==> config.mk <==
export PLATFORM = sky130hd
export DESIGN_NAME = merge_pair_2to1_flat
export DESIGN_NICKNAME = d
export VERILOG_FILES = /design/src/rtl/merge_pair_2to1_if.sv /design/src/rtl/merge_pair_2to1.sv /design/src/flat_wrapper.sv
export SDC_FILE = /design/constraint.sdc
export NUM_CORES = 1
export LEC_CHECK = 0
export BUFFER_PORTS_ARGS = -buffer_cell sky130_fd_sc_hd__buf_2
export CAP_MARGIN = 20
export CORE_MARGIN = 1
export CORE_UTILIZATION = 45
export CTS_CLUSTER_SIZE = 30
export DETAILED_ROUTE_END_ITERATION = 12
export PLACE_DENSITY = 0.69
export SYNTH_ARGS = -nofsm -noshare
export SYNTH_HDL_FRONTEND = slang
export SYNTH_SLANG_ARGS = --single-unit
export TNS_END_PERCENT = 50
==> constraint.sdc <==
create_clock -name i_clk -period 6.35 [get_ports i_clk]
set_input_delay 0.635 -clock i_clk [delete_from_list [all_inputs] [get_ports i_clk]]
set_output_delay 0.635 -clock i_clk [all_outputs]
set_load 0.02 [all_outputs]
==> src/rtl/merge_pair_2to1_if.sv <==
// merge_pair_2to1_if
// Stream-side signals of the 2:1 run merger. The interface bundles the
// read ports of the two upstream first-word-fall-through FIFOs (A and B)
// and the write port of the downstream FIFO.
//   master : merger side (reads FIFO heads, drives pops and writes)
//   slave  : FIFO side (drives heads/flags, receives pops and writes)
// Signals:
//   i_a_dout/i_b_dout   head record of FIFO A/B, valid when not empty
//   i_a_empty/i_b_empty FIFO A/B empty
//   o_a_rd_en/o_b_rd_en pop FIFO A/B
//   o_out_din           record written downstream
//   o_out_wr_en         downstream write strobe
//   i_out_prog_full     downstream programmable-full
interface merge_pair_2to1_if #(
  parameter int DATA_WIDTH = 32
);
  logic [DATA_WIDTH-1:0] i_a_dout;
  logic                  i_a_empty;
  logic                  o_a_rd_en;
  logic [DATA_WIDTH-1:0] i_b_dout;
  logic                  i_b_empty;
  logic                  o_b_rd_en;
  logic [DATA_WIDTH-1:0] o_out_din;
  logic                  o_out_wr_en;
  logic                  i_out_prog_full;

  modport master (
    input  i_a_dout, i_a_empty,
    output o_a_rd_en,
    input  i_b_dout, i_b_empty,
    output o_b_rd_en,
    output o_out_din, o_out_wr_en,
    input  i_out_prog_full
  );

  modport slave (
    output i_a_dout, i_a_empty,
    input  o_a_rd_en,
    output i_b_dout, i_b_empty,
    input  o_b_rd_en,
    input  o_out_din, o_out_wr_en,
    output i_out_prog_full
  );
endinterface

==> src/rtl/merge_pair_2to1.sv <==
// merge_pair_2to1
// Merges pairs of ascending-sorted runs (one run from FIFO A, one from
// FIFO B, each i_run_len records) into a single ascending run of twice the
// length written to a downstream FIFO. i_num_pairs run pairs are merged per
// i_start command. The sort key is the low KEY_WIDTH bits (unsigned); ties
// go to A so the merge is stable.
// Ports:
//   i_clk        clock
//   i_rst        synchronous active-high reset
//   i_start      command pulse, honoured only when idle
//   i_run_len    records per run on each side, sampled with i_start
//   i_num_pairs  run pairs to merge, sampled with i_start
//   io_fifo      upstream FIFO read ports and downstream write port
//   o_busy       block is not idle
//   o_done       one-cycle pulse when all pairs are complete
//
// state   | meaning
// --------+-----------------------------------------------------------
// IDLE    | waiting for i_start
// MERGE   | both runs pending; pop the smaller head when both present
// DRAIN_A | B run exhausted; pop the rest of the A run
// DRAIN_B | A run exhausted; pop the rest of the B run
// NEXT    | pair complete; reload counters or finish (no pops)
// DONE    | o_done pulse, then back to IDLE
module merge_pair_2to1 #(
  parameter int DATA_WIDTH    = 32,
  parameter int KEY_WIDTH     = 16,
  parameter int RUN_LEN_WIDTH = 16,
  parameter int PAIR_WIDTH    = 16
) (
  input  logic                     i_clk,
  input  logic                     i_rst,
  input  logic                     i_start,
  input  logic [RUN_LEN_WIDTH-1:0] i_run_len,
  input  logic [PAIR_WIDTH-1:0]    i_num_pairs,
  merge_pair_2to1_if.master        io_fifo,
  output logic                     o_busy,
  output logic                     o_done
);

  typedef enum logic [2:0] {
    S_IDLE,
    S_MERGE,
    S_DRAIN_A,
    S_DRAIN_B,
    S_NEXT,
    S_DONE
  } state_t;

  localparam logic [RUN_LEN_WIDTH-1:0] RL_ONE = RUN_LEN_WIDTH'(1);
  localparam logic [PAIR_WIDTH-1:0]    PR_ONE = PAIR_WIDTH'(1);

  state_t                   r_state;
  state_t                   w_state_nxt;
  logic [RUN_LEN_WIDTH-1:0] r_run_len;
  logic [RUN_LEN_WIDTH-1:0] r_rem_a;
  logic [RUN_LEN_WIDTH-1:0] r_rem_b;
  logic [PAIR_WIDTH-1:0]    r_pairs_left;
  logic [DATA_WIDTH-1:0]    r_out_din;
  logic                     r_out_wr_en;

  logic                 w_ok;
  logic                 w_a_vld;
  logic                 w_b_vld;
  logic [KEY_WIDTH-1:0] w_key_a;
  logic [KEY_WIDTH-1:0] w_key_b;
  logic                 w_a_first;
  logic                 w_cmd_empty;
  logic                 w_pop_a;
  logic                 w_pop_b;

  assign w_ok        = !io_fifo.i_out_prog_full;
  assign w_a_vld     = !io_fifo.i_a_empty;
  assign w_b_vld     = !io_fifo.i_b_empty;
  assign w_key_a     = io_fifo.i_a_dout[KEY_WIDTH-1:0];
  assign w_key_b     = io_fifo.i_b_dout[KEY_WIDTH-1:0];
  assign w_a_first   = (w_key_a <= w_key_b);
  assign w_cmd_empty = (i_run_len == '0) || (i_num_pairs == '0);

  always_ff @(posedge i_clk) begin
    if (i_rst) begin
      r_state <= S_IDLE;
    end else begin
      r_state <= w_state_nxt;
    end
  end

  // In MERGE nothing pops unless both heads are present: popping the only
  // available side could emit a record larger than one still to arrive.
  always_comb begin
    w_state_nxt = r_state;
    w_pop_a     = 1'b0;
    w_pop_b     = 1'b0;
    case (r_state)
      S_IDLE: begin
        if (i_start) begin
          w_state_nxt = w_cmd_empty ? S_DONE : S_MERGE;
        end
      end
      S_MERGE: begin
        if (w_a_vld && w_b_vld && w_ok) begin
          if (w_a_first) begin
            w_pop_a = 1'b1;
            if (r_rem_a == RL_ONE) w_state_nxt = S_DRAIN_B;
          end else begin
            w_pop_b = 1'b1;
            if (r_rem_b == RL_ONE) w_state_nxt = S_DRAIN_A;
          end
        end
      end
      S_DRAIN_A: begin
        if (w_a_vld && w_ok) begin
          w_pop_a = 1'b1;
          if (r_rem_a == RL_ONE) w_state_nxt = S_NEXT;
        end
      end
      S_DRAIN_B: begin
        if (w_b_vld && w_ok) begin
          w_pop_b = 1'b1;
          if (r_rem_b == RL_ONE) w_state_nxt = S_NEXT;
        end
      end
      S_NEXT: begin
        w_state_nxt = (r_pairs_left == PR_ONE) ? S_DONE : S_MERGE;
      end
      S_DONE: begin
        w_state_nxt = S_IDLE;
      end
      default: begin
        w_state_nxt = S_IDLE;
      end
    endcase
  end

  // Run/pair bookkeeping. The run length is kept so each new pair can
  // reload both remaining-record counters from NEXT.
  always_ff @(posedge i_clk) begin
    if (i_rst) begin
      r_run_len    <= '0;
      r_rem_a      <= '0;
      r_rem_b      <= '0;
      r_pairs_left <= '0;
    end else if ((r_state == S_IDLE) && i_start) begin
      r_run_len    <= i_run_len;
      r_rem_a      <= i_run_len;
      r_rem_b      <= i_run_len;
      r_pairs_left <= i_num_pairs;
    end else if ((r_state == S_NEXT) && (r_pairs_left != PR_ONE)) begin
      r_rem_a      <= r_run_len;
      r_rem_b      <= r_run_len;
      r_pairs_left <= r_pairs_left - PR_ONE;
    end else begin
      if (w_pop_a) r_rem_a <= r_rem_a - RL_ONE;
      if (w_pop_b) r_rem_b <= r_rem_b - RL_ONE;
    end
  end

  // One-stage output register: the popped head is written downstream on
  // the following clock; the data register holds when nothing is written.
  always_ff @(posedge i_clk) begin
    if (i_rst) begin
      r_out_wr_en <= 1'b0;
      r_out_din   <= '0;
    end else begin
      r_out_wr_en <= w_pop_a || w_pop_b;
      if (w_pop_a) begin
        r_out_din <= io_fifo.i_a_dout;
      end else if (w_pop_b) begin
        r_out_din <= io_fifo.i_b_dout;
      end
    end
  end

  assign io_fifo.o_a_rd_en   = w_pop_a;
  assign io_fifo.o_b_rd_en   = w_pop_b;
  assign io_fifo.o_out_din   = r_out_din;
  assign io_fifo.o_out_wr_en = r_out_wr_en;
  assign o_busy              = (r_state != S_IDLE);
  assign o_done              = (r_state == S_DONE);

endmodule

==> src/flat_wrapper.sv <==
// flat-port wrapper written by rule: the top's interface ports become plain ports
module merge_pair_2to1_flat 
#(
  parameter int DATA_WIDTH    = 32,
  parameter int KEY_WIDTH     = 16,
  parameter int RUN_LEN_WIDTH = 16,
  parameter int PAIR_WIDTH    = 16
)
  (i_clk, i_rst, i_start, i_run_len, i_num_pairs, o_busy, o_done, io_fifo_i_a_dout, io_fifo_i_a_empty, io_fifo_o_a_rd_en, io_fifo_i_b_dout, io_fifo_i_b_empty, io_fifo_o_b_rd_en, io_fifo_o_out_din, io_fifo_o_out_wr_en, io_fifo_i_out_prog_full);
  merge_pair_2to1_if #(.DATA_WIDTH(DATA_WIDTH)) io_fifo_i ();
  input  logic i_clk;
  input  logic i_rst;
  input  logic i_start;
  input  logic [RUN_LEN_WIDTH-1:0] i_run_len;
  input  logic [PAIR_WIDTH-1:0] i_num_pairs;
  output logic o_busy;
  output logic o_done;
  input wire logic [$bits(io_fifo_i.i_a_dout)-1:0] io_fifo_i_a_dout;
  input wire logic [$bits(io_fifo_i.i_a_empty)-1:0] io_fifo_i_a_empty;
  output wire logic [$bits(io_fifo_i.o_a_rd_en)-1:0] io_fifo_o_a_rd_en;
  input wire logic [$bits(io_fifo_i.i_b_dout)-1:0] io_fifo_i_b_dout;
  input wire logic [$bits(io_fifo_i.i_b_empty)-1:0] io_fifo_i_b_empty;
  output wire logic [$bits(io_fifo_i.o_b_rd_en)-1:0] io_fifo_o_b_rd_en;
  output wire logic [$bits(io_fifo_i.o_out_din)-1:0] io_fifo_o_out_din;
  output wire logic [$bits(io_fifo_i.o_out_wr_en)-1:0] io_fifo_o_out_wr_en;
  input wire logic [$bits(io_fifo_i.i_out_prog_full)-1:0] io_fifo_i_out_prog_full;
  assign io_fifo_i.i_a_dout = io_fifo_i_a_dout;
  assign io_fifo_i.i_a_empty = io_fifo_i_a_empty;
  assign io_fifo_o_a_rd_en = io_fifo_i.o_a_rd_en;
  assign io_fifo_i.i_b_dout = io_fifo_i_b_dout;
  assign io_fifo_i.i_b_empty = io_fifo_i_b_empty;
  assign io_fifo_o_b_rd_en = io_fifo_i.o_b_rd_en;
  assign io_fifo_o_out_din = io_fifo_i.o_out_din;
  assign io_fifo_o_out_wr_en = io_fifo_i.o_out_wr_en;
  assign io_fifo_i.i_out_prog_full = io_fifo_i_out_prog_full;
  merge_pair_2to1 #(.DATA_WIDTH(DATA_WIDTH), .KEY_WIDTH(KEY_WIDTH), .RUN_LEN_WIDTH(RUN_LEN_WIDTH), .PAIR_WIDTH(PAIR_WIDTH)) u_core (.i_clk(i_clk), .i_rst(i_rst), .i_start(i_start), .i_run_len(i_run_len), .i_num_pairs(i_num_pairs), .io_fifo(io_fifo_i), .o_busy(o_busy), .o_done(o_done));
endmodule
==> flow_metrics.py, run 1 <==
metrics = {
    "critical_path": {
        "r2r_end": "u_core.r_rem_a[2]",
        "required_ns": 5.71,
        "r2r_start": "u_core.r_pairs_left[7]",
        "rr_worst_depth": 8,
        "cp-start-kind": "primary input",
        "crit_fanout": 23,
        "ff2ff_setup_slack_ns": 2.84,
        "cp-end-kind": "output pin",
        "critPathKind": "in -> out",
        "worstPathArrival_ns": 3.47,
    },
    "synth": {
        "postSynth.asyncResetShare_pct": 0,
        "synthesis.nets": 846,
        "syn-cell-area_mm2": 0.005628,
        "ys_top_cells_by_area": "dfxtp_1 (36%), a21oi_1 (9.7%), ha_1 (4.9%)",
        "synthFlopType": "dfxtp_1",
        "synth_edf_count": 0,
        "yosysMostFrequentCell": "a21oi_1",
        "synth.distinct_cells": 65,
        "syn_inst": 722,
        "yosys.area.top_type_share_pct": 35.57,
        "synth_warnings": 0,
        "ys_seq_elements": 100,
        "synth-seq-area-share_pct": 35.57,
        "yosys-top-cells-count": "a21oi_1 (109), dfxtp_1 (100), nand2_1 (59), nand3_1 (40), nor3_1 (38)",
        "syn_avg_cell_area_um2": 7.795,
        "synth_area_leader_cell": "dfxtp_1",
    },
    "detailed_routing": {
        "vias": 5972,
        "via_per_inst": 5.966,
        "wl_per_cell_um": 16.91,
        "drt-initial-drc-count": 387,
        "drc": 0,
        "drt-total-wl_mm": 16.92,
        "antenna_left": 0,
        "dr.pass1.iters": 5,
    },
    "grt": {
        "grtUsageTotal_pct": 26.48,
        "grt_pass1_wl_mm": 27.31,
        "antenna_found_initial": 0,
        "grt_start_max_net_pins": 93,
        "gr-total-overflow": 0,
        "first_global_vias": 5456,
    },
    "die": {
        "die_y_um": 113.8,
        "die_w_um": 113.8,
        "io_pins": 139,
        "dieArea_mm2": 0.01296,
        "coreArea_mm2": 0.01211,
        "placementRows": 40,
        "start_util_pct": 46.47,
    },
    "power": {
        "ir_drop_uv": 250.9,
        "powerDensity_mw_per_mm2": 396.6,
        "p_leak_nw": 2.827,
        "power_mw": 2.681,
    },
    "worst_hold_path": {
        "hold_class": "reg -> reg",
        "whs_endpoint": "u_core.r_run_len[4]",
        "min_path_cells": 2,
        "hp-start": "u_core.r_run_len[4]",
    },
    "cells_and_area": {
        "syn_to_final_growth_pct": 20.10,
        "final_util_pct": 55.81,
        "fin_nets": 952,
        "antenna_cells": 0,
        "final_layout_size_suffix_gt1_share_pct": 21.01,
    },
    "timing": {
        "finalCritPeriodShare_pct": 64.57,
        "skew_ns": 0.007460,
        "maxSlewViolCount": 0,
        "rsz0062_at_grt": "false",
        "finalSetupViolCount": 0,
        "tns_ns": 0,
        "tightest_slew_ns": 1.017,
        "hold_viol_final": 0,
        "period_minus_slack_ns": 4.100,
        "slew_headroom_pct": 32.23,
        "fmax_ghz": 0.2439,
    },
    "clock_tree": {
        "cts_tree": "yes",
        "cts.repair.resized": 0,
        "clk_latency_ns": 0.36,
        "path_clk_slew_ns": 0.06,
        "cts_made_buffers": 9,
        "cts_setup_buffers": 0,
        "cts_buffer_depth": 2,
        "cts_hold_buffers": 0,
        "h-tree-depth": 3,
        "root_buffer": "clkbuf_16",
        "clock_sinks": 100,
    },
    "placement": {
        "gp_congestion": 0.8285,
        "dp_hpwl_mm": 11.77,
        "io_buffers": 138,
    },
    "run_status": {
        "status": "completed",
    },
    "run": {
        "drv_cap": 0,
    },
}
[report_power, final]
group | internal, mW | switching, mW | leakage [nW]
logic | 0.440 | 0.659 | 1.83
registers | 0.755 | 0.135 | 0.818
clock network | 0.436 | 0.256 | 0.175
total | 1.63 | 1.05 | 2.83
[kinds of logic after synthesis]
family,after synthesis,share of synthesized area [%]
multiplexers,1,0.1779
AO/OA/AOI/OAI,258,29.52
XOR/XNOR,13,2.023
AND/OR/NAND/NOR,241,21.63
flip-flops,100,35.57
adder cells (fa/ha/maj),22,4.891
buffers and inverters,87,6.180
[per-stage QoR]
stage | setup slack [ns] | hold slack (ns) | std cells | cell area (um2)
after floorplan | 2.849 | 0.4332 | 722 | 5628
after global placement | 2.321 | 0.4394 | 985 | 6385
after detailed placement | 2.304 | 0.4470 | 985 | 6385
after CTS | 2.306 | 0.4564 | 1001 | 6759
after global routing | 1.925 | 0.4761 | 1001 | 6759
final | 2.250 | 0.4538 | 1001 | 6759
[worst max path at each step]
stage                              start                      endpoint  slack (ns)  cells past startpoint
floorplan            io_fifo_i_b_dout[5]             io_fifo_o_a_rd_en        2.85                     10
global placement     io_fifo_i_b_dout[5]             io_fifo_o_b_rd_en        2.32                     10
detailed placement   io_fifo_i_b_dout[7]  u_core.io_fifo.o_out_din[20]        2.30                     12
CTS                 io_fifo_i_b_dout[14]             io_fifo_o_a_rd_en        2.31                     10
global route        io_fifo_i_b_dout[14]             io_fifo_o_a_rd_en        1.92                     10
finish              io_fifo_i_b_dout[14]             io_fifo_o_a_rd_en        2.25                     10
[worst max-delay path, stage by stage]
cell	delay [ns]
buf_2	0.09
inv_1	0.04
ha_1	0.31
nand4_1	0.21
nor4_1	0.62
nor4bb_1	0.35
o21ai_0	0.13
o21a_1	0.13
inv_1	0.64
buf_2	0.30
[state kept, by name (all words and copies together) (netlist names)]
name and count:
u_core.r_rem_a 16, u_core.r_run_len 16, u_core.io_fifo.o_out_wr_en 1, u_core.r_state 3, u_core.r_rem_b 16, u_core.r_pairs_left 16
u_core.io_fifo.o_out_din 32
[cells in the final DEF (no fill, tap or decap), types with 22 or more instances in the layout]
cell type,instances
nor3_1,38
ha_1,22
buf_2,138
dfxtp_1,100
o21ai_0,28
nand3_1,40
a21oi_1,109
a22oi_1,34
nor2_1,36
nand2_1,59
inv_1,34
[layer usage]
metal  GRT usage [%]  wire [um]  vias to the layer above
li1                -          -                     2902
met1           34.18       7321                     2812
met2           43.90       8063                      222
met3           4.091       1060                       36
met4           11.60        479                        0
met5               0          0                        -
[cell type report]
cell class	instances	area (um2)
Clock buffer	10	239.0
Clock inverter	6	135.1
Fill cell	1165	5353
Inverter	35	131.4
Multi-Input combinational cell	535	3283
Sequential cell	100	2002
Tap cell	168	210.2
Timing Repair Buffer	147	758.2
Power figures use the tool's default switching activity.
==> run 2, diff against run 1 <==
--- a/config.mk
+++ b/config.mk
@@ -5,13 +5,14 @@
 export SDC_FILE = /design/constraint.sdc
 export NUM_CORES = 1
 export LEC_CHECK = 0
+export ABC_AREA = 1
 export BUFFER_PORTS_ARGS = -buffer_cell sky130_fd_sc_hd__buf_2
 export CAP_MARGIN = 20
 export CORE_MARGIN = 1
 export CORE_UTILIZATION = 45
 export CTS_CLUSTER_SIZE = 30
 export DETAILED_ROUTE_END_ITERATION = 12
-export PLACE_DENSITY = 0.69
+export PLACE_DENSITY = 0.71
 export SYNTH_ARGS = -nofsm -noshare
 export SYNTH_HDL_FRONTEND = slang
 export SYNTH_SLANG_ARGS = --single-unit
==> constraint.sdc (replaced) <==
create_clock -name i_clk -period 3.3 [get_ports i_clk]
set_input_delay 0.33 -clock i_clk [delete_from_list [all_inputs] [get_ports i_clk]]
set_output_delay 0.33 -clock i_clk [all_outputs]
set_load 0.02 [all_outputs]
==> run 2 against run 1 <==
Power up 100%. Via count is 7.4% higher. Non-clock buffer count shrank 5. Count of clock-buffer cells in the layout fell by 1. Setup slack got worse by 1.5 ns. Register-to-register slack got worse by 2.0 ns. First-iteration DRC count grew 2.3%. Sequential share of layout area shrank 2.3 points. Die area up 13%. Critical path type is now reg -> reg. Combinational power up 130%. Wire length fell by 3.6%. Flip-flop and latch count stayed put.
==> flow_metrics.py, run 2 <==
metrics = {
    "cells_and_area": {
        "num-fill-cells": 1408,
        "layout_common_cells": "nand2_1 (310), nor2_1 (148), buf_2 (138)",
        "largest_reg_flops": 32,
        "layoutNonFillerInstCount": 1296,
        "final_layout_size_suffix_gt1_share_pct": 17.11,
        "multiInputGateArea_mm2": 0.003669,
        "final_common_cell": "nand2_1",
        "fin_nets": 1235,
        "antenna_cells": 0,
        "syn_to_final_growth_pct": 15.49,
        "stdcell_area_mm2": 0.007341,
        "seq_area_mm2": 0.002002,
    },
    "synth": {
        "syn_inst": 998,
        "synth-seq-area-share_pct": 31.50,
        "yosysMostFrequentCell": "nand2_1",
        "syn-cell-area_mm2": 0.006356,
        "synth_warnings": 0,
        "synth_area_leader_cell": "dfxtp_1",
        "synthesis.nets": 1122,
        "synth.distinct_cells": 45,
        "ys_seq_elements": 100,
        "yosys-top-cells-count": "nand2_1 (310), nor2_1 (148), dfxtp_1 (100), inv_1 (99), a21oi_1 (97)",
        "syn_avg_cell_area_um2": 6.369,
        "synth_edf_count": 0,
        "synthFlopType": "dfxtp_1",
        "ys_top_cells_by_area": "dfxtp_1 (31%), nand2_1 (18%), nor2_1 (8.7%)",
        "yosys.area.top_type_share_pct": 31.50,
        "postSynth.asyncResetShare_pct": 0,
    },
    "run_status": {
        "status": "completed",
    },
    "detailed_routing": {
        "via_per_inst": 4.948,
        "wl_per_cell_um": 12.59,
        "antenna_left": 0,
        "drt-initial-drc-count": 396,
        "drc": 0,
        "dr.pass1.iters": 4,
        "vias": 6413,
        "drt-total-wl_mm": 16.32,
    },
    "grt": {
        "antenna_found_initial": 0,
        "gr-total-overflow": 0,
        "first_global_vias": 5756,
        "grt_pass1_wl_mm": 26.79,
        "grtUsageTotal_pct": 23.06,
        "grt_start_max_net_pins": 65,
    },
    "critical_path": {
        "r2r_end": "u_core.r_rem_b[15]",
        "cp-end-kind": "flop",
        "r2r_start": "u_core.r_pairs_left[0]",
        "critPathKind": "reg -> reg",
        "required_ns": 3.55,
        "ff2ff_setup_slack_ns": 0.79,
        "rr_worst_depth": 10,
        "crit_fanout": 30,
        "worstPathArrival_ns": 2.76,
        "cp-start-kind": "flop",
    },
    "placement": {
        "io_buffers": 138,
        "place_area_mm2": 0.007034,
        "dp_cells": 1280,
        "dp_hpwl_mm": 11.85,
        "gp_congestion": 0.8320,
        "post-place-ws_ns": 0.7170,
    },
    "clock_tree": {
        "h-tree-depth": 3,
        "cts_made_buffers": 9,
        "cts.repair.resized": 0,
        "clk_latency_ns": 0.36,
        "cts_setup_buffers": 0,
        "cts_tree": "yes",
        "path_clk_slew_ns": 0.07,
        "root_buffer": "clkbuf_16",
        "cts_hold_buffers": 0,
        "cts_buffer_depth": 2,
        "clock_sinks": 100,
    },
    "run": {
        "drv_cap": 0,
    },
    "die": {
        "placementRows": 43,
        "dieArea_mm2": 0.01460,
        "die_w_um": 120.8,
        "coreArea_mm2": 0.01383,
        "io_pins": 139,
        "start_util_pct": 45.97,
        "die_y_um": 120.8,
    },
    "worst_hold_path": {
        "whs_endpoint": "u_core.r_pairs_left[14]",
        "min_path_cells": 3,
        "hold_class": "in -> reg",
        "hp-start": "i_num_pairs[14]",
    },
    "timing": {
        "hold_viol_final": 0,
        "maxSlewViolCount": 0,
        "tns_ns": 0,
        "fmax_ghz": 0.3988,
        "finalCritPeriodShare_pct": 75.99,
        "hold_ws_ns": 0.2488,
        "finalSetupViolCount": 0,
        "period_minus_slack_ns": 2.508,
        "tightest_slew_ns": 0.7308,
        "setup_slack_ns": 0.7923,
        "slew_headroom_pct": 51.28,
        "skew_ns": 0.006818,
        "rsz0062_at_grt": "false",
    },
    "power": {
        "powerDensity_mw_per_mm2": 732.8,
        "p_leak_nw": 3.679,
        "ir_drop_uv": 353.6,
    },
}
[run 2: cell count changes after synthesis, moves of 10 or more]
cell / previous run / this run
a21oi_1: 109 / 97
nor3_1: 38 / 8
a22oi_1: 35 / 1
inv_1: 34 / 99
nor4_1: 18 / 6
buf_6: 0 / 10
clkbuf_1: 36 / 10
nor2_1: 36 / 148
nand2_1: 59 / 310
xor2_1: 6 / 20
[run 2: worst max-delay path: stages (launching register included)]
cell and delay, ns:
dfxtp_1 0.48, ha_1 0.20, nand3_1 0.08, nor2_1 0.11
nand4_1 0.15, nand2_2 0.13, nand2_4 0.13, inv_4 0.32
nand2_2 0.41, o21ai_0 0.30, nor2_1 0.07
[run 2: worst max-delay path by stage]
stage / start / end / slack, ns / cells past startpoint
after global routing: u_core.r_pairs_left[0] / u_core.r_rem_b[15] / 0.54 / 10
after global placement: io_fifo_i_b_dout[7] / u_core.r_rem_a[10] / 0.80 / 16
after floorplan: io_fifo_i_b_dout[11] / io_fifo_o_b_rd_en / 1.36 / 11
after detailed placement: io_fifo_i_b_dout[15] / u_core.io_fifo.o_out_din[0] / 0.72 / 11
after CTS: u_core.r_state[1] / io_fifo_o_a_rd_en / 0.76 / 5
final: u_core.r_pairs_left[0] / u_core.r_rem_b[15] / 0.79 / 10
[run 2: power by group]
part           switching [mW]  internal (mW)
clock network           0.507          0.599
registers               0.238           1.47
logic                    1.63          0.931
[run 2: through the flow]
stage / power (mW) / util (%)
2_1_floorplan: 3.782 / -
3_3_place_gp: 4.244 / 50.87
3_5_place_dp: 4.279 / 50.87
4_1_cts: 5.410 / 53.09
5_1_grt: 5.872 / 53.09
6_report: 5.379 / 53.09
[run 2: metal layers]
layer / vias to the layer above / track usage (%) / wire length (um)
met5: - / 0 / 0
li1: 3396 / - / -
met3: 17 / 4.717 / 939
met1: 2816 / 28.36 / 7465
met4: 0 / 8.796 / 342
met2: 184 / 39.29 / 7576
[run 2: area by class of cell]
cell class	instances	area share [%]
Clock buffer	9	3.068
Sequential cell	100	27.27
Inverter	108	5.693
Clock inverter	7	1.108
Tap cell	180	3.068
Multi-Input combinational cell	750	49.97
Timing Repair Buffer	142	9.818
[run 2: cells by family (layout without fill, tap and decap cells)]
kind of cell               after synthesis  in the layout  synth area share [%]
xor gates and xnor gates                29             29                 3.996
AOI/OAI and AO/OA                      158            158                 13.27
DFF                                    100            100                 31.50
adders and majority gates               22             22                 4.331
and+or+nand+nor                        541            541                 36.12
buffers and inverters                  148            266                 10.79
==> run 3, diff against run 2 <==
==> constraint.sdc (replaced) <==
create_clock -name i_clk -period 2.3 [get_ports i_clk]
set_input_delay 0.23 -clock i_clk [delete_from_list [all_inputs] [get_ports i_clk]]
set_output_delay 0.23 -clock i_clk [all_outputs]
set_load 0.02 [all_outputs]
==> run 3 against run 2 <==
Register-to-register slack worse by 0.49 ns. Sequential power is 43% higher. Clock power rose by 31%. Wire length grew 1.6%. Utilization grew 0.95 points. Critical endpoint is now io_fifo_o_a_rd_en. Largest cell class unchanged. Largest power group unchanged.
==> flow_metrics.py, run 3 (same netlist as run 2, synthesis figures left out) <==
metrics = {
    "clock_tree": {
        "h-tree-depth": 3,
        "cts_setup_buffers": 0,
        "root_buffer": "clkbuf_16",
        "cts.repair.resized": 0,
        "cts_hold_buffers": 0,
        "clock_sinks": 100,
        "clk_latency_ns": 0.36,
        "cts_buffer_depth": 2,
        "path_clk_slew_ns": 0.07,
        "cts_tree": "yes",
        "cts_made_buffers": 9,
    },
    "power": {
        "pwr-share-seq_pct": 31.8,
        "powerDensity_mw_per_mm2": 1029,
        "p_int_mw": 4.306,
        "p_leak_nw": 3.756,
        "clockPowerShare_pct": 18.9,
        "ir_drop_uv": 544.4,
        "netSwitchingFraction_pct": 44.01,
        "power_frac_comb_pct": 49.3,
        "power_mw": 7.691,
        "p_switching_mw": 3.385,
    },
    "timing": {
        "tightest_slew_ns": 0.5120,
        "setup_slack_ns": 0.1850,
        "tns_ns": 0,
        "finalCritPeriodShare_pct": 91.96,
        "period_minus_slack_ns": 2.115,
        "hold_viol_final": 0,
        "finalSetupViolCount": 0,
        "rsz0062_at_grt": "false",
        "hold_ws_ns": 0.1534,
        "skew_ns": 0.006409,
        "slew_headroom_pct": 65.87,
        "maxSlewViolCount": 0,
        "fmax_ghz": 0.4728,
    },
    "detailed_routing": {
        "drt-total-wl_mm": 16.58,
        "drt-initial-drc-count": 418,
        "antenna_left": 0,
        "drc": 0,
        "vias": 6551,
        "wl_per_cell_um": 12.65,
        "via_per_inst": 4.997,
        "dr.pass1.iters": 5,
    },
    "worst_hold_path": {
        "hp-start": "i_num_pairs[6]",
        "min_path_cells": 3,
        "whs_endpoint": "u_core.r_pairs_left[6]",
        "hold_class": "in -> reg",
    },
    "cells_and_area": {
        "syn_to_final_growth_pct": 17.56,
        "final_layout_size_suffix_gt1_share_pct": 18.04,
        "final_common_cell": "nand2_1",
        "multiInputGateArea_mm2": 0.003671,
        "largest_reg_flops": 32,
        "layout_common_cells": "nand2_1 (309), nor2_1 (148), buf_2 (138)",
        "seq_area_mm2": 0.002002,
        "antenna_cells": 0,
        "stdcell_area_mm2": 0.007472,
        "fin_nets": 1250,
        "num-fill-cells": 1392,
    },
    "placement": {
        "dp_hpwl_mm": 12.33,
        "io_buffers": 138,
        "place_area_mm2": 0.007197,
        "gp_congestion": 0.8637,
        "post-place-ws_ns": 0.1344,
    },
    "run": {
        "drv_cap": 0,
    },
    "die": {
        "die_y_um": 120.8,
        "placementRows": 43,
        "coreArea_mm2": 0.01383,
        "die_w_um": 120.8,
        "start_util_pct": 45.97,
        "dieArea_mm2": 0.01460,
        "io_pins": 139,
    },
    "grt": {
        "grtUsageTotal_pct": 23.48,
        "grt_use_met1_pct": 30.61,
        "grt_use_met3_pct": 3.396,
        "grt_pass1_wl_mm": 27.21,
        "grt_start_max_net_pins": 46,
        "antenna_found_initial": 0,
        "gr-total-overflow": 0,
        "first_global_vias": 5795,
        "busiest_layer": "met2",
        "grtUsageMet2_pct": 38.68,
    },
    "critical_path": {
        "crit_fanout": 33,
        "critPathKind": "reg -> out",
        "cp-end-kind": "output pin",
        "ff2ff_setup_slack_ns": 0.30,
        "required_ns": 2.07,
        "r2r_end": "u_core.r_rem_b[14]",
        "rr_worst_depth": 12,
        "cp-start-kind": "flop",
        "worstPathArrival_ns": 1.89,
        "r2r_start": "u_core.r_rem_b[0]",
    },
    "run_status": {
        "status": "completed",
    },
}
run 3: through the flow:
step,cells,utilization (%)
floorplan,998,-
global placement,1295,52.05
detailed placement,1295,52.05
CTS,1311,54.02
global route,1311,54.04
finish,1311,54.04
run 3: worst max-delay path by stage:
stage,from,to,slack (ns),cells past startpoint
after CTS,u_core.r_state[1],io_fifo_o_a_rd_en,0.15,6
after global placement,io_fifo_i_b_dout[11],u_core.io_fifo.o_out_din[24],0.20,16
after detailed placement,io_fifo_i_b_dout[11],u_core.io_fifo.o_out_din[26],0.13,16
after global routing,u_core.r_state[1],io_fifo_o_a_rd_en,0.01,6
final,u_core.r_state[1],io_fifo_o_a_rd_en,0.18,6
after floorplan,io_fifo_i_b_dout[11],u_core.r_rem_b[7],0.47,14
run 3: area by class of cell:
cell class | count | share of cell area (%)
clock buffer | 13 | 3.349
clock inverter | 3 | 0.3014
inverter | 108 | 5.593
multi-input combinational | 750 | 49.13
sequential | 100 | 26.79
tap | 180 | 3.014
timing repair buffer | 157 | 11.82
run 3: power by group through the flow:
stage	Clock, mW	Combinational [mW]	Sequential, mW
after floorplan	0	2.96	2.46
after global placement	0	3.71	2.47
after detailed placement	0	3.75	2.48
after CTS	1.48	3.78	2.44
after global routing	1.55	4.36	2.50
final	1.45	3.80	2.45
run 3: per-layer routing:
layer | wire length, um | vias up
li1 | - | 3415
met1 | 7751 | 2914
met2 | 7429 | 199
met3 | 1006 | 23
met4 | 396 | 0
met5 | 0 | -
run 3: critical path: stages (launching register included):
cell	delay (ns)
dfxtp_1	0.46
inv_2	0.09
nor3_1	0.28
nand2_2	0.17
nand2_8	0.14
buf_12	0.18
buf_2	0.19
